File: src/rtl/multi_clock_divider.sv
// NUM_CH independent programmable clock dividers sharing one system clock.
// Config is double-buffered per channel and committed at a period boundary.
module multi_clock_divider #(
  parameter int unsigned NUM_CH         = 4,
  parameter int unsigned CNT_W          = 32,
  parameter int unsigned DEFAULT_PERIOD = 100_000,
  parameter int unsigned DEFAULT_HIGH   = 50_000,
  localparam int unsigned ChW           = (NUM_CH > 1) ? $clog2(NUM_CH) : 1
) (
  input  logic              clk_i,
  input  logic              resetn_i,
  input  logic [NUM_CH-1:0] enable_i,
  input  logic              cfg_load_i,
  input  logic [ChW-1:0]    cfg_ch_i,
  input  logic [CNT_W-1:0]  cfg_period_i,
  input  logic [CNT_W-1:0]  cfg_high_i,
  input  logic              sync_restart_i,
  output logic [NUM_CH-1:0] divided_clk_o,
  output logic [NUM_CH-1:0] tick_o
);

  logic [CNT_W-1:0] cfg_period_clamped;

  assign cfg_period_clamped = (cfg_period_i < CNT_W'(2)) ? CNT_W'(2) : cfg_period_i;

  for (genvar g = 0; g < NUM_CH; g++) begin : gen_ch
    logic [CNT_W-1:0] cnt_q, cnt_d;
    logic [CNT_W-1:0] per_q, per_d;
    logic [CNT_W-1:0] high_q, high_d;
    logic [CNT_W-1:0] sper_q, sper_d;
    logic [CNT_W-1:0] shigh_q, shigh_d;
    logic             pend_q, pend_d;
    logic             div_q, div_d;
    logic             tick_q, tick_d;
    logic             load_hit, pend_eff, wrap;
    logic [CNT_W-1:0] new_per, new_high;

    always_comb begin
      load_hit = cfg_load_i && (cfg_ch_i == ChW'(g));
      // A load in this cycle overrides any older shadow, so it is what a commit picks up.
      new_per  = load_hit ? cfg_period_clamped : sper_q;
      new_high = load_hit ? cfg_high_i : shigh_q;
      pend_eff = load_hit | pend_q;
      wrap     = cnt_q >= (per_q - CNT_W'(1));

      cnt_d   = cnt_q;
      per_d   = per_q;
      high_d  = high_q;
      sper_d  = new_per;
      shigh_d = new_high;
      pend_d  = pend_eff;
      div_d   = div_q;
      tick_d  = 1'b0;

      if (sync_restart_i) begin
        cnt_d = '0;
        if (pend_eff) begin
          per_d  = new_per;
          high_d = new_high;
          pend_d = 1'b0;
        end
        div_d = (high_d != '0);
      end else if (enable_i[g]) begin
        if (wrap) begin
          cnt_d  = '0;
          tick_d = 1'b1;
          if (pend_eff) begin
            per_d  = new_per;
            high_d = new_high;
            pend_d = 1'b0;
          end
        end else begin
          cnt_d = cnt_q + CNT_W'(1);
        end
        div_d = (cnt_d < high_d);
      end else if (pend_q) begin
        // Idle channel: commit the older shadow now; a load this cycle stays pending.
        per_d  = sper_q;
        high_d = shigh_q;
        pend_d = load_hit;
      end
    end

    always_ff @(posedge clk_i or negedge resetn_i) begin
      if (!resetn_i) begin
        cnt_q   <= '0;
        per_q   <= CNT_W'(DEFAULT_PERIOD);
        high_q  <= CNT_W'(DEFAULT_HIGH);
        sper_q  <= CNT_W'(DEFAULT_PERIOD);
        shigh_q <= CNT_W'(DEFAULT_HIGH);
        pend_q  <= 1'b0;
        div_q   <= 1'b0;
        tick_q  <= 1'b0;
      end else begin
        cnt_q   <= cnt_d;
        per_q   <= per_d;
        high_q  <= high_d;
        sper_q  <= sper_d;
        shigh_q <= shigh_d;
        pend_q  <= pend_d;
        div_q   <= div_d;
        tick_q  <= tick_d;
      end
    end

    assign divided_clk_o[g] = div_q;
    assign tick_o[g]        = tick_q;
  end

endmodule
File: config.mk
export PLATFORM = sky130hd
export DESIGN_NAME = multi_clock_divider
export DESIGN_NICKNAME = d
export VERILOG_FILES = /design/src/rtl/multi_clock_divider.sv
export SDC_FILE = /design/constraint.sdc
export NUM_CORES = 2
export LEC_CHECK = 0
export ABC_AREA = 1
export CORE_AREA = 2 2 242 268
export DETAILED_ROUTE_END_ITERATION = 7
export DIE_AREA = 0 0 244 270
export GPL_TIMING_DRIVEN = 1
export PLACE_DENSITY = 0.83
export SYNTH_ARGS = -nofsm -noshare
export SYNTH_HDL_FRONTEND = slang
export SYNTH_SLANG_ARGS = --single-unit
File: constraint.sdc
create_clock -name clk_i -period 12.9 [get_ports clk_i]
set_input_delay 2.58 -clock clk_i [delete_from_list [all_inputs] [get_ports clk_i]]
set_output_delay 2.58 -clock clk_i [all_outputs]
set_load 0.02 [all_outputs]
==> results.yml <==
status:
  status: "finished, violations left"
  violated_checks: "design-rule violations"
detailed_routing:
  route.detailed.vias_per_inst: 6.26
  num_vias: 40900
  postRouteAntennaNets: 0
  post_drt_wl_per_cell_um: 20.3
  drt_first_pass_iters: 8
  detailedRoute.firstIterationViolations: 4454
  drc_errors: 1
  post_route_wl_um: 132000
sta:
  tightest_slew_ns: 1.32
  rsz0062_at_grt: "no"
  max_freq_mhz: 142
  setup_total_negative_slack_ns: 0
  min_period_ns: 7.05
  maxSlewHeadroom_pct: 11.6
  fin_max_slew_vios: 0
  worst_clock_skew_ns: 0.0234
  hold_viol: 0
  min_period_over_period_pct: 54.7
  timing.final.setup_violations: 0
floorplanning:
  core-area_um2: 63200
  start_util_pct: 68.2
  row_count: 97
  die_area_um2: 65900
  die-height_um: 270
  chipWidth_um: 244
  io_pins: 82
placement:
  routability_driven_placement_congestion_ratio: 0.936
  place.detailed.hpwl_um: 88500
  port_buffers: 81
  placed_area_um2: 44300
worst_setup_path:
  crit_path_end_kind: "register"
  crit_path_start: "enable_i[3]"
  crit_arrival_ns: 7.51
  required_ns: 13.36
  worstSetupPathType: "in2reg"
  type_of_element_launching_the_critical_path: "input pin"
  timing.critical_path.fanout_max: 74
  critical_path.reg2reg.startpoint: "gen_ch[3].per_q[2]"
synthesis:
  ys.warnings.count: 0
  netlist-cell-type-count: 58
  synth_area_um2: 43100
  synth_top_flop_cell: "dfrtp_1"
  synth_area_per_cell_um2: 7.59
  synth-async-reset-ratio_pct: 100
  synth-edff-count: 0
  number_of_nets_produced_by_synthesis: 6017
  synth_seq_area_share_pct: 38.1
  netlist_instances: 5683
  ys_seq_elements: 652
global_routing:
  met2_usage_pct: 61.0
  globalRouteTotalUtil_pct: 40.1
  grt_util_met3_pct: 8.86
  largest_net_degree_at_the_start_of_global_routing: 148
  grt_pass1_vias: 39000
  grt.busiest_layer: "met2"
  grt_remaining_overflow: 0
  antenna_violations_before_repair: 20
  grt_pass1_wl_um: 209000
  globalRouteMet1Util_pct: 50.8
clocking:
  insertion_delay_ns: 0.63
  clkTransAtPathRegs_ns: 0.06
  cts_setup_buffers: 0
  tritoncts: "built"
  cts_htree_levels: 3
  clk_path_buf_depth: 3
  hold_buffers: 0
  cts_resized: 0
  ctsRootBufferMaster: "clkbuf_16"
  cts_made_buffers: 72
  cts.sinks: 652
finish:
  area_of_the_multi_input_gates_um2: 23200
  fillCellCount: 4882
  finalNetCount: 5942
  layout.area.seq_um2: 16400
  layout_cells_sized_above_1_pct: 7.59
  design_area_um2: 46700
  area_growth_syn_to_layout_pct: 8.37
min_path:
  hold_class: "reg2reg"
  holdCritStartpoint: "gen_ch[2].high_q[4]"
pwr:
  vdd.ir_drop.worst_v: 0.000114
  power.leakage_nw: 21.9
  power_per_cell_area_nw_per_um2: 135
flow_run:
  max-cap-violations: 0
-- placed cells by master (no fill, tap or decap), types with 8 or more instances in the layout --
master | synthesis | layout
clkbuf_1 | 220 | 23
a31oi_1 | 21 | 21
inv_2 | 20 | 21
or2_1 | 8 | 8
clkdlybuf4s50_1 | 0 | 79
nor2_2 | 14 | 17
nor2_4 | 6 | 8
clkinv_2 | 0 | 14
inv_1 | 624 | 621
nand2_1 | 1246 | 1240
o21a_1 | 58 | 58
nand2_2 | 14 | 19
diode_2 | 0 | 20
ha_1 | 260 | 260
o21ai_1 | 20 | 20
a32oi_1 | 21 | 21
nand3_1 | 138 | 135
a21oi_1 | 230 | 230
dfstp_2 | 96 | 96
dfrtp_1 | 556 | 556
buf_4 | 9 | 51
o22a_1 | 23 | 23
a211oi_1 | 28 | 28
nand4_1 | 90 | 90
nor3_1 | 65 | 65
o211ai_1 | 104 | 104
or2_2 | 56 | 56
o21bai_1 | 9 | 9
nor3_2 | 14 | 14
clkbuf_8 | 0 | 14
clkbuf_16 | 0 | 77
o221ai_1 | 39 | 39
mux2i_1 | 79 | 79
nor4_1 | 35 | 35
o22ai_1 | 118 | 118
xor2_1 | 138 | 138
nor2_1 | 437 | 432
o21ai_0 | 734 | 734
o32a_1 | 27 | 27
-- cell usage after synthesis (all sizes together) (58+ instances only) --
cell type	count	share of area [%]
a21oi	230	2.7
nand2	1260	11
o21ai	756	8.8
mux2i	79	1.8
nor3	86	1.3
nand3	147	1.8
buf	62	0.73
dfstp	96	5.8
nor2	457	4.2
or2	65	0.94
ha	260	7.5
inv	644	5.6
clkbuf	220	1.9
xor2	138	2.8
o22ai	118	1.7
o211ai	104	1.8
o21a	58	1.0
nand4	92	1.4
dfrtp	556	32
-- final cells by class --
type	instances	share of cell area (%)
Tap cell	841	2.25
Timing Repair Buffer	133	2.60
Clock inverter	20	0.302
Clock buffer	114	4.72
Antenna cell	20	0.107
Sequential cell	652	35.2
Inverter	649	5.22
Multi-Input combinational cell	4100	49.6
-- sequential cells by signal, summed over array words and instances, names as in the netlist --
name and cells:
gen_ch.high_q 128, gen_ch.per_q 128, gen_ch.cnt_q 128, gen_ch.pend_q 4, gen_ch.tick_q 4, gen_ch.div_q 4
gen_ch.shigh_q 128, gen_ch.sper_q 128
-- final timing paths --
kind                       depth (start not counted)  slack [ns]                   to
max                                               12        5.85  gen_ch[3].per_q[29]
min                                                2        0.48  gen_ch[2].high_q[4]
max reg2reg                                       23        6.45  gen_ch[3].per_q[29]
min reg2reg                                        2        0.48  gen_ch[2].high_q[4]
max in group asynchronous                          3        8.62     gen_ch[1].pend_q
min in group asynchronous                          1        1.96  gen_ch[3].per_q[19]
-- worst max-delay path, cell delays in order --
cell             delay (ns)
clkdlybuf4s50_1        0.52
nor2_4                 0.11
buf_4                  0.52
inv_2                  0.04
buf_4                  0.38
nor2_2                 0.16
buf_4                  0.39
inv_1                  0.38
nand2_1                0.64
clkinv_1               1.14
o211ai_1               0.39
o21ai_0                0.15
-- cells by family after synthesis --
logic type               Yosys count  synth area share [%]
XOR/XNOR                         145                  2.94
adder cells (fa/ha/maj)          260                  7.54
buffers and inverters            931                  8.29
flip-flops                       652                  38.1
AND/OR/NAND/NOR                 2157                  21.5
AO/OA/AOI/OAI                   1459                  19.8
multiplexers                      79                  1.83
-- metrics by stage --
| step | power [mW] | util (%) | setup slack (ns) | cells | hold slack [ns] |
|---|---|---|---|---|---|
| after floorplan | 3.72 | - | 8.02 | 5683 | 0.453 |
| after global placement | 4.13 | 70.1 | 5.53 | 6375 | 0.468 |
| after detailed placement | 4.20 | 70.1 | 5.39 | 6375 | 0.470 |
| after CTS | 6.27 | 73.8 | 6.01 | 6509 | 0.478 |
| after global routing | 6.62 | 73.8 | 5.53 | 6509 | 0.505 |
| final | 6.30 | 73.9 | 5.85 | 6529 | 0.478 |
-- report_power, final --
group | switching [mW] | internal [mW]
Clock | 0.885 | 1.20
Sequential | 0.249 | 2.39
Combinational | 1.02 | 0.556
Total | 2.15 | 4.15
-- routing by layer --
layer | wire [um] | share of wire [%]
met3 | 13400 | 10
met1 | 50700 | 38
met4 | 9710 | 7.3
met5 | 54 | 0.041
met2 | 58400 | 44
Power figures use the tool's default switching activity.
